$ cat config.mk
export PLATFORM = sky130hd
export DESIGN_NAME = hex2_scan_display
export DESIGN_NICKNAME = d
export VERILOG_FILES = /design/src/rtl/seg7_pkg.sv /design/src/rtl/hex_to_seg7.sv /design/src/rtl/hex2_scan_display.sv
export SDC_FILE = /design/constraint.sdc
export NUM_CORES = 1
export LEC_CHECK = 0
export ABC_AREA = 1
export CORE_MARGIN = 5
export CORE_UTILIZATION = 35
export DETAILED_ROUTE_END_ITERATION = 16
export HOLD_SLACK_MARGIN = 0.08
export PLACE_DENSITY = 0.66
export SKIP_CTS_REPAIR_TIMING = 1
export SKIP_LAST_GASP = 1
export SYNTH_ARGS = -nofsm -noshare
export SYNTH_HDL_FRONTEND = slang
export SYNTH_HIERARCHICAL = 1
export SYNTH_SLANG_ARGS = --single-unit
$ cat constraint.sdc
create_clock -name clk -period 2.1 [get_ports clk]
set_input_delay 0.315 -clock clk [delete_from_list [all_inputs] [get_ports clk]]
set_output_delay 0.315 -clock clk [all_outputs]
set_load 0.01 [all_outputs]
$ cat src/rtl/seg7_pkg.sv
// ---------------------------------------------------------------------------
// seg7_pkg : shared active-low seven-segment constants ({g,f,e,d,c,b,a}).
// Rev 1.0  : initial release
// ---------------------------------------------------------------------------
`default_nettype none

package seg7_pkg;

  localparam logic [6:0] SEG_HEX_0 = 7'h40;
  localparam logic [6:0] SEG_HEX_1 = 7'h79;
  localparam logic [6:0] SEG_HEX_2 = 7'h24;
  localparam logic [6:0] SEG_HEX_3 = 7'h30;
  localparam logic [6:0] SEG_HEX_4 = 7'h19;
  localparam logic [6:0] SEG_HEX_5 = 7'h12;
  localparam logic [6:0] SEG_HEX_6 = 7'h02;
  localparam logic [6:0] SEG_HEX_7 = 7'h78;
  localparam logic [6:0] SEG_HEX_8 = 7'h00;
  localparam logic [6:0] SEG_HEX_9 = 7'h10;
  localparam logic [6:0] SEG_HEX_A = 7'h08;
  localparam logic [6:0] SEG_HEX_B = 7'h03;
  localparam logic [6:0] SEG_HEX_C = 7'h46;
  localparam logic [6:0] SEG_HEX_D = 7'h21;
  localparam logic [6:0] SEG_HEX_E = 7'h06;
  localparam logic [6:0] SEG_HEX_F = 7'h0E;

  localparam logic [6:0] SEG_BLANK = 7'h7F;

  localparam logic [3:0] AN_OFF = 4'hF;
  localparam logic [3:0] AN_D0  = 4'hE;
  localparam logic [3:0] AN_D1  = 4'hD;

endpackage

`default_nettype wire

$ cat src/rtl/hex_to_seg7.sv
// ---------------------------------------------------------------------------
// hex_to_seg7 : combinational nibble to active-low seven-segment decoder.
// Rev 1.0     : initial release
// ---------------------------------------------------------------------------
`default_nettype none

module hex_to_seg7
  import seg7_pkg::*;
(
  input  logic [3:0] nibble,
  output logic [6:0] seg
);

  always_comb begin
    seg = SEG_BLANK;
    case (nibble)
      4'h0: seg = SEG_HEX_0;
      4'h1: seg = SEG_HEX_1;
      4'h2: seg = SEG_HEX_2;
      4'h3: seg = SEG_HEX_3;
      4'h4: seg = SEG_HEX_4;
      4'h5: seg = SEG_HEX_5;
      4'h6: seg = SEG_HEX_6;
      4'h7: seg = SEG_HEX_7;
      4'h8: seg = SEG_HEX_8;
      4'h9: seg = SEG_HEX_9;
      4'hA: seg = SEG_HEX_A;
      4'hB: seg = SEG_HEX_B;
      4'hC: seg = SEG_HEX_C;
      4'hD: seg = SEG_HEX_D;
      4'hE: seg = SEG_HEX_E;
      4'hF: seg = SEG_HEX_F;
      default: seg = SEG_BLANK;
    endcase
  end

endmodule

`default_nettype wire

$ cat src/rtl/hex2_scan_display.sv
// ---------------------------------------------------------------------------
// hex2_scan_display : captures a byte on a load edge and scans it as two hex
//                     digits onto a 4-digit common-anode display.
// Rev 1.0           : initial release
// ---------------------------------------------------------------------------
`default_nettype none

module hex2_scan_display
  import seg7_pkg::*;
#(
  parameter int REFRESH_DIV = 100000,
  parameter int CNT_W       = 17,
  parameter int BLANK_LZ    = 1
) (
  input  logic       clk,
  input  logic       rst_n,
  input  logic [7:0] din,
  input  logic       load,
  output logic [3:0] an,
  output logic [6:0] seg,
  output logic       dp,
  output logic       tick,
  output logic [7:0] cur_byte
);

  logic [CNT_W-1:0] cnt;
  logic             digit;
  logic             load_q;
  logic [7:0]       disp_reg;

  logic             wrap;
  logic             load_edge;
  logic [3:0]       nibble;
  logic [6:0]       nibble_seg;
  logic             blank_hi;
  logic [3:0]       an_nxt;
  logic [6:0]       seg_nxt;

  assign wrap      = (cnt == CNT_W'(REFRESH_DIV - 1));
  assign load_edge = load & ~load_q;
  assign nibble    = digit ? disp_reg[7:4] : disp_reg[3:0];

  hex_to_seg7 u_hex_to_seg7 (
    .nibble (nibble),
    .seg    (nibble_seg)
  );

  generate
    if (BLANK_LZ != 0) begin : g_blank_lz
      assign blank_hi = digit && (disp_reg[7:4] == 4'h0);
    end else begin : g_no_blank_lz
      assign blank_hi = 1'b0;
    end
  endgenerate

  // an[3:2] stay off because both digit anode constants carry 2'b11 there.
  always_comb begin
    an_nxt  = digit ? AN_D1 : AN_D0;
    seg_nxt = nibble_seg;
    if (blank_hi) begin
      an_nxt  = AN_OFF;
      seg_nxt = SEG_BLANK;
    end
  end

  always_ff @(posedge clk) begin
    if (!rst_n) begin
      cnt      <= '0;
      digit    <= 1'b0;
      load_q   <= 1'b0;
      disp_reg <= 8'h00;
      tick     <= 1'b0;
      an       <= AN_OFF;
      seg      <= SEG_BLANK;
    end else begin
      load_q <= load;
      if (load_edge) begin
        disp_reg <= din;
      end
      if (wrap) begin
        cnt   <= '0;
        digit <= ~digit;
        tick  <= 1'b1;
      end else begin
        cnt   <= cnt + CNT_W'(1);
        tick  <= 1'b0;
      end
      an  <= an_nxt;
      seg <= seg_nxt;
    end
  end

  assign dp       = 1'b1;
  assign cur_byte = disp_reg;

endmodule

`default_nettype wire

==> results.yml <==
critical_path:
  rr_worst_depth: 9
  rr_startpoint: "digit"
  cp_common_cell: "nand2_1"
  slowest_delay_ns: 0.36
  critPathKind: "register to register"
  end_kind: "register"
  start_kind: "register"
  worstReg2RegEnd: "seg[3]"
  worstPathArrival_ns: 1.89
  crit_chain: "inv_2, nand2_1, nand2_1, inv_1, ha_1, nand2_1, nand3_1, nand2_1, or2_2"
  ff2ff_setup_slack_ns: 0.38
  cp_slowest_cell: "dfxtp_1"
  cp_max_fo: 9
  crit_required_ns: 2.27
route:
  vias: 1649
  drc: 0
  via_per_inst: 4.44
  drt_wl_total_um: 3790
  ant_nets: 0
  firstDrtPassIters: 4
  detail_route.wl_per_cell_um: 10.2
  drt_iter0_markers: 55
run_status:
  outcome: "finished, final reports clean"
hold_path:
  hold_end: "an[1]"
  holdPathStages: 1
  min_path_type: "register to register"
  hold_path.startpoint: "digit"
clock_tree:
  root_buffer: "clkbuf_8"
  cts_buffer_depth: 2
  clkSinkCount: 37
  cts-buffers-inserted: 5
  clk_pin_slew_ns: 0.07
  cts_tree: "done"
  htreeDepth: 2
  clkLatencyLatePin_ns: 0.28
timing:
  rsz0062_at_grt: "no"
  post-route-min-period_ns: 1.72
  slew_violations: 0
  hold_viol: 0
  finalCritPeriodShare: 0.821
  max_freq_ghz: 0.580
  setup_slack_ns: 0.376
  clock_skew_ns: 0.00731
  setup_tns_ns: 0
  hold_ws_ns: 0.485
  setup_viol: 0
pwr:
  pwr-share-seq: 0.488
  combPwrFrac: 0.140
  p_clk_frac: 0.372
  p_leak_nw: 0.955
  ir_drop_v: 0.000400
  p_total_mw: 1.54
  intPower_mw: 1.19
  p_switching_mw: 0.357
  switching_share: 0.231
  power.density_nw_per_um2: 660
synth:
  synth_edf_count: 0
  synth-seq-cells: 37
  async_flop_share: 0
  syn-instance-count: 268
  yosysSeqAreaShare: 0.390
  yosysUniqueCellTypes: 30
  ys_warn_count: 6
  syn_area_um2: 1900
  ys.flop_type: "dfxtp_1"
  syn_avg_cell_area_um2: 7.09
floorplanning:
  core_um2: 5200
  dieArea_um2: 7000
  std_cell_rows: 26
  die_x_um: 83.7
  fp.dieH_um: 83.7
  io_pins: 32
  start_util: 0.365
placed_design:
  hpwl_um: 2980
  gp_congestion: 0.786
  dp.cells: 364
  post-place-ws_ns: 0.349
  dpl_cell_area_um2: 2230
  port_buffers: 28
cells_and_area:
  diodes: 0
  drive_above_1_share: 0.123
  area_delta_synth_final_pct: 23.1
  fin_cells: 371
  fin_util: 0.449
  finalInstanceArea_um2: 2340
  fin_nets: 320
  fill_cells: 550
global_route:
  grt_pass1_vias: 1500
  grt-ovfl-total: 0
  grt_max_degree: 18
  track_usage: 0.111
  antenna_found_initial: 0
  grt_pass1_wl_um: 6450
flow_run:
  maxCapViolations: 0
[layer usage]
| metal | vias to the layer above | wire [µm] | global-route usage | share of wire |
|---|---|---|---|---|
| li1 | 898 | - | - | - |
| met1 | 721 | 1960 | 0.142 | 0.52 |
| met2 | 25 | 1640 | 0.181 | 0.43 |
| met3 | 5 | 130 | 0.0267 | 0.034 |
| met4 | 0 | 58 | 0.0395 | 0.015 |
| met5 | - | 0 | 0 | 0 |
[area by class of cell]
class	count	area, µm²	share of cell area
repair buffers	31	303	0.129
multi-input cells	197	995	0.425
clock buffers	5	68.8	0.0294
flip-flops and latches	37	741	0.317
clock inverters	2	35.0	0.0150
well taps	70	87.6	0.0375
inverters	29	109	0.0465
[power groups by stage]
stage,clock (mW),sequential [mW],combinational (mW)
2_1_floorplan,0,0.779,0.117
5_1_grt,0.625,0.757,0.240
6_report,0.574,0.753,0.217
3_5_place_dp,0,0.770,0.218
3_3_place_gp,0,0.769,0.216
4_1_cts,0.588,0.754,0.219
[state kept, by name (all words and copies together), names as in the netlist]
name and cells:
load_q 1, cnt 17, seg 7, cur_byte 8, an 2, tick 1, digit 1
[worst max-delay path: cells and delay by family (launching register included)]
kind	cells	cell delay (ns)
DFF	1	0.36
adders and majority gates	1	0.32
and+or+nand+nor	6	0.67
buffers and inverters	2	0.26
[Yosys cell counts (2+ instances only)]
cell,n,area (µm²)
xnor2_1,2,17.5
o21ai_0,12,60.1
nand2_1,67,251
o21ai_1,2,10.0
ha_1,8,100
a21oi_1,9,45.0
or2_2,9,56.3
nor2_1,37,139
nand4_1,4,25.0
buf_4,3,22.5
inv_2,2,7.51
inv_1,26,97.6
nor2_2,11,68.8
nand3_1,20,100
xor2_1,4,35.0
dfxtp_1,37,741
nand3_2,2,20.0
[cells by family (layout without fill, tap and decap cells)]
family          after synthesis  after routing  share of synthesized area
compound gates               26             26                     0.0738
xor+xnor                      6              6                     0.0277
fa+ha+maj                     8              8                     0.0527
buf+inv                      36             67                     0.0902
flops                        37             37                      0.390
other cells                   1              3                    0.00197
simple gates                154            154                      0.364
[worst max path at each step]
stage	start	to	slack, ns	depth (start not counted)
detailed placement	load	cur_byte[6]	0.35	6
floorplan	digit	seg[3]	0.53	9
global route	digit	seg[3]	0.23	9
finish	digit	seg[3]	0.38	9
CTS	digit	seg[3]	0.37	9
global placement	load	cur_byte[7]	0.37	6
[cell usage in the layout (no fill, tap or decap), drive strengths merged]
cell type and n:
nand2 68, nor2 48, dfxtp 37, clkdlybuf4s50 28, inv 28, nand3 22, o21ai 15, or2 10
a21oi 10, ha 8, clkbuf 5, nand4 4, xor2 4, conb 3, buf 3, xnor2 2
clkinv 2, nor3 1, nand3b 1, o21bai 1, bufinv 1
No activity file was read; power rests on OpenSTA's default activity.
